[src/rtl/cache_arb_pkg.sv]
// Shared definitions for the cache request arbiter.
//   arb_state_e : transaction FSM encoding (IDLE/ISSUE/WAIT/RESP)
//   src_e       : response source code returned with resp_data
//   STAT_W      : width of the optional per-source statistics counters
//                 (only used when CACHE_ARB_STATS_EN is defined)
package cache_arb_pkg;

    typedef enum logic [1:0] {
        IDLE  = 2'b00,
        ISSUE = 2'b01,
        WAIT  = 2'b10,
        RESP  = 2'b11
    } arb_state_e;

    typedef enum logic [1:0] {
        SRC_L1  = 2'b00,
        SRC_L2  = 2'b01,
        SRC_MEM = 2'b10
    } src_e;

    localparam int STAT_W = 16;

endpackage

[src/rtl/rr_arbiter.sv]
// Combinational round-robin search over a request vector.
// The search starts at ptr_i and wraps; the first set bit wins.
// Ports:
//   req_i     : request vector
//   ptr_i     : index where the search starts (pointer register lives in the parent)
//   gnt_o     : one-hot grant (all zero when no request)
//   gnt_idx_o : index of the granted bit
//   any_o     : at least one request pending
module rr_arbiter #(
    parameter int NUM_REQ = 4,
    parameter int IDX_W   = $clog2(NUM_REQ)
) (
    input  logic [NUM_REQ-1:0] req_i,
    input  logic [IDX_W-1:0]   ptr_i,
    output logic [NUM_REQ-1:0] gnt_o,
    output logic [IDX_W-1:0]   gnt_idx_o,
    output logic               any_o
);

    int               j;
    logic [IDX_W-1:0] jj;
    logic             found;

    always_comb begin
        gnt_o     = '0;
        gnt_idx_o = '0;
        found     = 1'b0;
        j         = 0;
        jj        = '0;
        for (int off = 0; off < NUM_REQ; off++) begin
            j = int'(ptr_i) + off;
            if (j >= NUM_REQ) begin
                j = j - NUM_REQ;
            end
            jj = IDX_W'(j);
            if (!found && req_i[jj]) begin
                found     = 1'b1;
                gnt_o[jj] = 1'b1;
                gnt_idx_o = jj;
            end
        end
        any_o = found;
    end

endmodule

[src/rtl/cache_req_arbiter.sv]
// Shares one L1/L2 cache read port between NUM_REQ requesters.
// One transaction at a time, round-robin selection, result routed back
// only to the granted requester together with its source (L1/L2/memory).
//
// Optional build macro: CACHE_ARB_STATS_EN adds saturating per-source
// response counters stat_l1_cnt / stat_l2_cnt / stat_mem_cnt.
//
// Ports:
//   clk, rst          : clock, asynchronous active-high reset
//   req, req_addr     : per-requester level request and packed addresses
//   gnt               : one-hot owner of the cache
//   resp_valid        : one-cycle pulse to the owner when data is ready
//   resp_data/src     : registered read data and source (00 L1, 01 L2, 10 mem)
//   busy              : high from grant through the response cycle
//   cache_read/addr   : read strobe and registered address to the cache
//   cache_read_data   : cache read data
//   cache_l1_hit/l2   : cache hit pulses
//
// state | meaning
// ------+-----------------------------------------------------------
// IDLE  | arbitration cycle; latch winner and its address
// ISSUE | single-cycle cache_read strobe, clear response timer
// WAIT  | wait for a hit flag or the response timeout
// RESP  | resp_valid pulses; advance round-robin pointer, release gnt
module cache_req_arbiter
    import cache_arb_pkg::*;
#(
    parameter int NUM_REQ      = 4,
    parameter int ADDR_WIDTH   = 11,
    parameter int DATA_WIDTH   = 32,
    parameter int RESP_TIMEOUT = 3
) (
    input  logic                          clk,
    input  logic                          rst,
    input  logic [NUM_REQ-1:0]            req,
    input  logic [NUM_REQ*ADDR_WIDTH-1:0] req_addr,
    output logic [NUM_REQ-1:0]            gnt,
    output logic [NUM_REQ-1:0]            resp_valid,
    output logic [DATA_WIDTH-1:0]         resp_data,
    output logic [1:0]                    resp_src,
    output logic                          busy,
    output logic                          cache_read,
    output logic [ADDR_WIDTH-1:0]         cache_addr,
    input  logic [DATA_WIDTH-1:0]         cache_read_data,
    input  logic                          cache_l1_hit,
    input  logic                          cache_l2_hit
`ifdef CACHE_ARB_STATS_EN
    ,
    output logic [STAT_W-1:0]             stat_l1_cnt,
    output logic [STAT_W-1:0]             stat_l2_cnt,
    output logic [STAT_W-1:0]             stat_mem_cnt
`endif
);

    localparam int IDX_W = $clog2(NUM_REQ);
    localparam int CNT_W = $clog2(RESP_TIMEOUT + 2);
    // The timer reads 0 on the first WAIT cycle, so the memory fallback is
    // taken one count past RESP_TIMEOUT; this yields RESP_TIMEOUT+3 cycles
    // from grant to resp_valid.
    localparam logic [CNT_W-1:0] TMO_CNT = CNT_W'(RESP_TIMEOUT + 1);

    arb_state_e              state_q, state_d;
    logic [IDX_W-1:0]        ptr_q, ptr_d;
    logic [IDX_W-1:0]        idx_q, idx_d;
    logic [NUM_REQ-1:0]      gnt_q, gnt_d;
    logic [ADDR_WIDTH-1:0]   addr_q, addr_d;
    logic [CNT_W-1:0]        cnt_q, cnt_d;
    logic [NUM_REQ-1:0]      rv_q, rv_d;
    logic [DATA_WIDTH-1:0]   rdata_q, rdata_d;
    src_e                    rsrc_q, rsrc_d;

    logic [NUM_REQ-1:0]      rr_gnt;
    logic [IDX_W-1:0]        rr_idx;
    logic                    rr_any;
    logic [ADDR_WIDTH-1:0]   addr_arr [NUM_REQ];

    for (genvar g = 0; g < NUM_REQ; g++) begin : g_addr
        assign addr_arr[g] = req_addr[g*ADDR_WIDTH +: ADDR_WIDTH];
    end

    rr_arbiter #(
        .NUM_REQ (NUM_REQ),
        .IDX_W   (IDX_W)
    ) u_rr (
        .req_i     (req),
        .ptr_i     (ptr_q),
        .gnt_o     (rr_gnt),
        .gnt_idx_o (rr_idx),
        .any_o     (rr_any)
    );

    always_comb begin
        state_d = state_q;
        ptr_d   = ptr_q;
        idx_d   = idx_q;
        gnt_d   = gnt_q;
        addr_d  = addr_q;
        cnt_d   = cnt_q;
        rv_d    = '0;
        rdata_d = rdata_q;
        rsrc_d  = rsrc_q;
        case (state_q)
            IDLE: begin
                if (rr_any) begin
                    gnt_d   = rr_gnt;
                    idx_d   = rr_idx;
                    addr_d  = addr_arr[rr_idx];
                    state_d = ISSUE;
                end
            end
            ISSUE: begin
                cnt_d   = '0;
                state_d = WAIT;
            end
            WAIT: begin
                cnt_d = cnt_q + CNT_W'(1);
                // L1 has priority when both hit flags arrive together.
                if (cache_l1_hit) begin
                    rdata_d = cache_read_data;
                    rsrc_d  = SRC_L1;
                    rv_d    = gnt_q;
                    state_d = RESP;
                end else if (cache_l2_hit) begin
                    rdata_d = cache_read_data;
                    rsrc_d  = SRC_L2;
                    rv_d    = gnt_q;
                    state_d = RESP;
                end else if (cnt_q == TMO_CNT) begin
                    rdata_d = cache_read_data;
                    rsrc_d  = SRC_MEM;
                    rv_d    = gnt_q;
                    state_d = RESP;
                end
            end
            RESP: begin
                ptr_d   = (idx_q == IDX_W'(NUM_REQ - 1)) ? '0 : idx_q + IDX_W'(1);
                gnt_d   = '0;
                state_d = IDLE;
            end
            default: begin
                state_d = IDLE;
            end
        endcase
    end

    always_ff @(posedge clk or posedge rst) begin
        if (rst) begin
            state_q <= IDLE;
            ptr_q   <= '0;
            idx_q   <= '0;
            gnt_q   <= '0;
            addr_q  <= '0;
            cnt_q   <= '0;
            rv_q    <= '0;
            rdata_q <= '0;
            rsrc_q  <= SRC_L1;
        end else begin
            state_q <= state_d;
            ptr_q   <= ptr_d;
            idx_q   <= idx_d;
            gnt_q   <= gnt_d;
            addr_q  <= addr_d;
            cnt_q   <= cnt_d;
            rv_q    <= rv_d;
            rdata_q <= rdata_d;
            rsrc_q  <= rsrc_d;
        end
    end

    assign gnt        = gnt_q;
    assign resp_valid = rv_q;
    assign resp_data  = rdata_q;
    assign resp_src   = rsrc_q;
    assign busy       = (state_q != IDLE);
    assign cache_read = (state_q == ISSUE);
    assign cache_addr = addr_q;

`ifdef CACHE_ARB_STATS_EN
    logic [STAT_W-1:0] l1_cnt_q, l2_cnt_q, mem_cnt_q;

    always_ff @(posedge clk or posedge rst) begin
        if (rst) begin
            l1_cnt_q  <= '0;
            l2_cnt_q  <= '0;
            mem_cnt_q <= '0;
        end else if (state_q == RESP) begin
            case (rsrc_q)
                SRC_L1:  if (l1_cnt_q  != '1) l1_cnt_q  <= l1_cnt_q  + 1'b1;
                SRC_L2:  if (l2_cnt_q  != '1) l2_cnt_q  <= l2_cnt_q  + 1'b1;
                SRC_MEM: if (mem_cnt_q != '1) mem_cnt_q <= mem_cnt_q + 1'b1;
                default: ;
            endcase
        end
    end

    assign stat_l1_cnt  = l1_cnt_q;
    assign stat_l2_cnt  = l2_cnt_q;
    assign stat_mem_cnt = mem_cnt_q;
`endif

endmodule

[config.mk]
export PLATFORM = sky130hd
export DESIGN_NAME = cache_req_arbiter
export DESIGN_NICKNAME = d
export VERILOG_FILES = /design/src/rtl/cache_arb_pkg.sv /design/src/rtl/rr_arbiter.sv /design/src/rtl/cache_req_arbiter.sv
export SDC_FILE = /design/constraint.sdc
export NUM_CORES = 1
export LEC_CHECK = 0
export ABC_CLOCK_PERIOD_IN_PS = 2600
export BUFFER_PORTS_ARGS = -buffer_cell sky130_fd_sc_hd__buf_2
export CAP_MARGIN = 20
export CELL_PAD_IN_SITES_DETAIL_PLACEMENT = 1
export CELL_PAD_IN_SITES_GLOBAL_PLACEMENT = 2
export CORE_ASPECT_RATIO = 1.1
export CORE_UTILIZATION = 27
export CTS_BUF_LIST = sky130_fd_sc_hd__clkbuf_4
export CTS_CLUSTER_DIAMETER = 120
export DETAILED_ROUTE_END_ITERATION = 10
export GPL_TIMING_DRIVEN = 0
export MAX_ROUTING_LAYER = met4
export PLACE_DENSITY_LB_ADDON = 0.1
export SYNTH_ARGS = -nofsm -noshare
export SYNTH_HDL_FRONTEND = slang
export SYNTH_SLANG_ARGS = --single-unit
[constraint.sdc]
create_clock -name clk -period 2.6 [get_ports clk]
set_input_delay 0.13 -clock clk [delete_from_list [all_inputs] [get_ports clk]]
set_output_delay 0.13 -clock clk [all_outputs]
set_load 0.02 [all_outputs]
## Yosys cells after proc, flatten, opt, wreduce, memory -nomap -nowiden

Index checks and enable logic that the tools add are counted.

| storage, ports and cells | value |
|---|---|
| register bits | 62 |
| input bits | 84 |

| operators by class | value |
|---|---|
| equal/unequal tests | 7 |
| add/sub/neg operators | 9 |
| reductions and logical operators | 19 |
| muxes and demuxes | 54 |
| bitwise gates (word level) | 4 |
| $lt $le $gt $ge | 13 |

Operators with widths:

| cell | number |
|---|---|
| 32-bit 2-to-1 mux | 3 |
| 4-bit 2-to-1 mux | 9 |
| 2-bit 2-to-1 mux | 16 |
| 11-bit binary-select mux with 2-bit select | 1 |
| 11-bit 2-to-1 mux | 2 |
| 3-bit greater-or-equal comparator (second input constant) | 4 |
| 2-bit by 3-bit less-than comparator with 1-bit output (second input constant) | 4 |
| 1-bit 2-to-1 mux | 12 |
| 4-bit bitwise OR | 3 |
| 1-bit binary-select mux with 2-bit select | 4 |
| 1-bit demux with 2-bit select | 4 |
| 2-bit by 1-bit greater-or-equal comparator with 1-bit output (second input constant) | 4 |
| 2-bit case mux with 4 select lines | 1 |
| 4-bit case mux with 2 select lines | 1 |
| 2-bit AND reduction | 4 |
| 2-bit by 1-bit subtractor with 2-bit output (second input constant) | 4 |
| 1-bit logical AND | 7 |
| 2-bit by 2-bit adder with 3-bit output (second input constant) | 2 |
| 2-bit == test (second input constant) | 3 |
| 3-bit case mux with 2 select lines | 1 |
| 2-bit nonzero test | 3 |
| 4-bit != test (second input constant) | 1 |
| 2-bit by 1-bit adder with 3-bit output (second input constant) | 1 |
| 3-bit by 1-bit adder with 3-bit output (second input constant) | 1 |
| other kinds (9) | 11 |

## Logic depth before layout (Yosys ltp)

| logic depth | value |
|---|---|
| depth after elaboration | 18 |
| gate-level depth with buffers | 12 |
| depth with buffers taken out | 8 |

## Hierarchy

A second synthesis with hierarchy kept.

| unflattened totals | value |
|---|---|
| cells, all modules | 257 |
| area, all modules | 3226.8 sq um |

By module, submodules not included:

| module | instances | area an instance (sq um) | cells an instance |
|---|---|---|---|
| cache_req_arbiter | 1 | 2805.2 | 212 |
| rr_arbiter | 1 | 421.7 | 45 |

## Worst setup path after synthesis

No wires, ideal clock.

| timing path | value |
|---|---|
| path type | reg-to-reg |
| start | register ptr_q[0] |
| end | register addr_q[4] (netlist: cache_addr[4]) |
| stages on the path, launching flop included | 13 |
| setup time | 0.143 ns |
| period minus slack after synthesis | 2.850 ns |
| arrival | 2.707 ns |
| path slack | -0.250 ns |
| data required time | 2.457 ns |
| cells stage by stage | dfrtp_1 > buf_4 > inv_2 > ha_1 > buf_6 > mux4_2 > nor2b_4 > buf_6 > o21ai_4 > nand2_4 > buf_8 > mux2i_1 > o221ai_1 |

| on the way | value |
|---|---|
| word-level cells in the longest chain between the ends | 18 |
| elaborated cells between the ends (all ways) | 42 |

RTL lines:

| what | line | text |
|---|---|---|
| start, declared | cache_req_arbiter.sv:63 | `logic [IDX_W-1:0] ptr_q, ptr_d;` |
| start signal, assigned | cache_req_arbiter.sv:159 | `ptr_q <= ptr_d;` |
| parallel branches: the longest is 18 deep, another holds 2-bit by 1-bit adder with 3-bit output | -- |  |
| end signal, assigned | cache_req_arbiter.sv:162 | `addr_q <= addr_d;` |
| end, declared | cache_req_arbiter.sv:66 | `logic [ADDR_WIDTH-1:0] addr_q, addr_d;` |

Several ways; the timed one is not identified. The select of a mux whose other input is x is not followed.
A chain may end at the register's enable or synchronous reset.

## Worst setup path in the final report

| timing path | value |
|---|---|
| start | register ptr_q[0] |
| end | register addr_q[10] (netlist: cache_addr[10]) |

Same word-level chain as after synthesis.

==> results by group <==
Logic synthesis
  – Synth area leaders: dfrtp_1 (46%), mux2_2 (11%), ha_1 (6.0%)
  – Netlist cell types: 50
  – Syn Std Cell Area: 3360 um^2
  – Top FF cell, synth: dfrtp_1
  – Synth warnings: 0
  – Synth Net Count: 391
  – Synthesized area per cell: 11.5 um^2
  – Yosys top cell area share: ~46%
  – Register area share after synthesis: 46.2%
  – Post-synthesis async set-or-reset flop share: 100%
  – Register bit total from synthesis: 62
  – Number of flops mapped to enable cells by yosys: 0
  – Mapped Cells: approximately 290
  – Area leader, netlist: dfrtp_1

Routing
  – Routed wl met3: 460 um
  – WL final: around 9800 um
  – Metal-1 WL: approximately 4200 um
  – Vias/cell: 4.65
  – DRC: 0
  – Met2 WL: 5010 um
  – Antenna-violating nets left: 0
  – DR pass1 iterations: 4
  – Top Metal Used: met4
  – DRT iter0 DRCs: 99
  – Routed vias: about 3,000
  – WL/cell: 15.0 um

Setup path
  – WP buf/inv: 4
  – Worst path required time: 2.88 ns
  – CP max FO: 7
  – CP startpoint kind: register
  – R2R setup slack: 0.11 ns
  – Largest stage delay on the critical path: 0.57 ns
  – CP Cell Sequence: buf_8, inv_6, ha_4, mux4_2, nor2b_4, buf_6, o21ai_4, nand2_4, buf_12, mux2i_1, o211ai_1
  – R2R Path Start: ptr_q[0]
  – Crit path DAT: 2.76 ns
  – Setup CP Type: register to register
  – R2r worst-path depth: 11
  – CP delay by family, top: multiplexers
  – Critical Path Sink Type: register
  – Slowest cell on the critical path: mux4_2
  – Crit path from: ptr_q[0]
  – R2R Path End: cache_addr[10]

GRT
  – Vias in the first global route: 3,088
  – Initial antenna violation count: 0
  – First-pass GRT wire length: 15,500 um
  – Largest net degree at the start of global routing: 43
  – GRT overflow: 0
  – Gr usage total: between 15 and 20%

Power and ir drop
  – VDD IR max: 0.537 mV
  – PwrDens: 1270 nW/um^2
  – Leakage: around 2.4 nW

Layout
  – Number of diodes: 0
  – Layout net count: just under 600
  – Design area: 5040 um^2
  – Area growth from synthesis to layout: 50.2%
  – Fraction of layout cells with a size suffix above 1: between 40% and 50%
  – Util after Layout: 41.7%

Placement
  – Placed Area: 4280 um^2
  – I/O Buffers: 137
  – Place WS: -0.548 ns
  – Routability congestion estimate: 0.758
  – Post-DP HPWL: 6960 um

STA
  – Final critical-path required period: 2.49 ns
  – Final setup margin: 0.112 ns
  – RSZ-0062 raised after global routing: true
  – # setup viols final: 0
  – Worst-margin pin slew: about 0.6 ns
  – Worst slew margin: 59.7%
  – Slew Limit Fails: 0
  – Peak Freq: 402 MHz
  – Final period util: 95.7%
  – Clock skew: 0.0175 ns
  – Final hold vios: 0

Clocking
  – Clock transition at the registers of the reported paths: roughly 0.12 ns
  – CTS tree: yes
  – Root Driver: clkbuf_4
  – Clock latency on the worst-skew pair: 0.40 ns
  – CTS sink count: 62
  – CTS HTree Levels: 3
  – CTS Buf Count: 9
  – Clock buffer depth: 2

Floorplan
  – Die height: ~120 um
  – Core area: 12,100 um^2
  – Die area: roughly 13,000 um^2
  – Initial cell density of the core: 27.8%
  – Die X: 108 um
  – IO Pins: 139
  – Site Rows: 42

Run status
  – Status: completed

Flow run
  – Maxcap violations: 0

Min path
  – Hold Startpoint: req_addr[6]
  – Worst hold path type: primary input to register
  – Hold Path End: cache_addr[6]
  – Worst hold path depth: 3
==> routing by layer <==
metal / vias to the layer above / track usage [%]
met4: 0 / 4.48
met2: 94 / 26.8
met5: - / -
met1: 1483 / 19.4
li1: 1456 / -
met3: 5 / 3.94
==> synthesized netlist by cell type, drive strengths merged, types with 2 or more instances <==
cell,number
a211oi,3
a21bo,7
a21oi,3
a22o,4
a22oi,5
and2,5
buf,11
clkbuf,4
dfrtp,62
ha,16
inv,16
mux2,33
mux2i,17
mux4,3
nand2,26
nand2b,3
nand3,12
nor2,4
nor2b,3
nor3,2
o211ai,7
o21a,3
o21ai,19
o221ai,8
o22ai,2
==> area by class of cell <==
type | instances | area (um^2)
Inverter | 16 | 65.1
Buffer | 14 | 106
Sequential cell | 62 | 1550
Timing Repair Buffer | 193 | 1250
Clock inverter | 7 | 113
Clock buffer | 9 | 67.6
Multi-Input combinational cell | 198 | 1690
Fill cell | 1408 | 7050
Tap cell | 154 | 193
==> how the worst max path moves through the flow <==
stage | end | slack (ns) | depth (start not counted)
2_1_floorplan | cache_addr[4] | -0.06 | 12
3_3_place_gp | cache_addr[5] | -0.52 | 9
3_5_place_dp | cache_addr[5] | -0.55 | 9
4_1_cts | cache_addr[1] | 0.03 | 11
5_1_grt | cache_addr[1] | -0.005 | 11
6_report | cache_addr[10] | 0.11 | 11
==> worst min-delay path, delay by kind of cell <==
family	cells	cell delay (ns)
compound gates	1	0.15
buf+inv	1	0.07
mux	1	0.06
==> registers in the layout (all words and copies together) (netlist names) <==
| name | count |
|---|---|
| cnt_q | 3 |
| resp_src | 2 |
| state_q | 2 |
| idx_q | 2 |
| gnt | 4 |
| ptr_q | 2 |
| cache_addr | 11 |
| resp_valid | 4 |
| resp_data | 32 |
==> placed cells by master, fill, tap and decap left out, types with 3 or more instances in the layout <==
master           n
buf_2          141
dfrtp_1         60
dlygate4sd3_1   38
mux2_2          32
nand2_1         25
o21ai_0         15
mux2i_1         15
ha_1            15
inv_1           14
buf_4           14
nand3_1         12
clkbuf_4        10
o221ai_1         8
o211ai_1         7
a21bo_2          6
and2_1           5
a22oi_1          5
nor2_1           4
a22o_1           4
buf_6            3
nand2b_1         3
mux4_2           3
buf_12           3
bufinv_16        3
==> logic make-up (layout without fill, tap and decap cells) <==
logic type	Yosys count	count (layout)	share of synthesized area [%]
DFF	62	62	46.2
adders and majority gates	16	16	5.97
and+or+nand+nor	60	60	8.99
buffers and inverters	31	239	4.73
muxes	53	53	18.2
AOI/OAI and AO/OA	69	69	15.9
==> report_power, final <==
part           total (mW)  internal, mW  switching, mW
registers            1.64          1.42          0.225
logic                3.90          1.81           2.09
clock network       0.840         0.482          0.358
==> per-stage QoR <==
step           power [mW]  TNS [ns]  instances  hold WS [ns]
4_1_cts              6.45         0        648      0.000856
6_report             6.39         0        653        0.0359
2_1_floorplan        4.11    -0.451        291         0.219
3_3_place_gp         5.06     -7.29        582         0.335
3_5_place_dp         5.13     -6.98        583         0.206
5_1_grt              6.90  -0.00547        653      0.000230
==> repair_timing <==
action                                  CTS  global route
hold buffers                             38             0
endpoints found under the setup margin   19            26
pin swaps                                 5             3
gates resized for setup                  11             8
hold endpoints to repair                 56             0
cloned                                    1             0
buffers inserted                         11             4
Note: power is estimated with default switching activity, not from simulation.
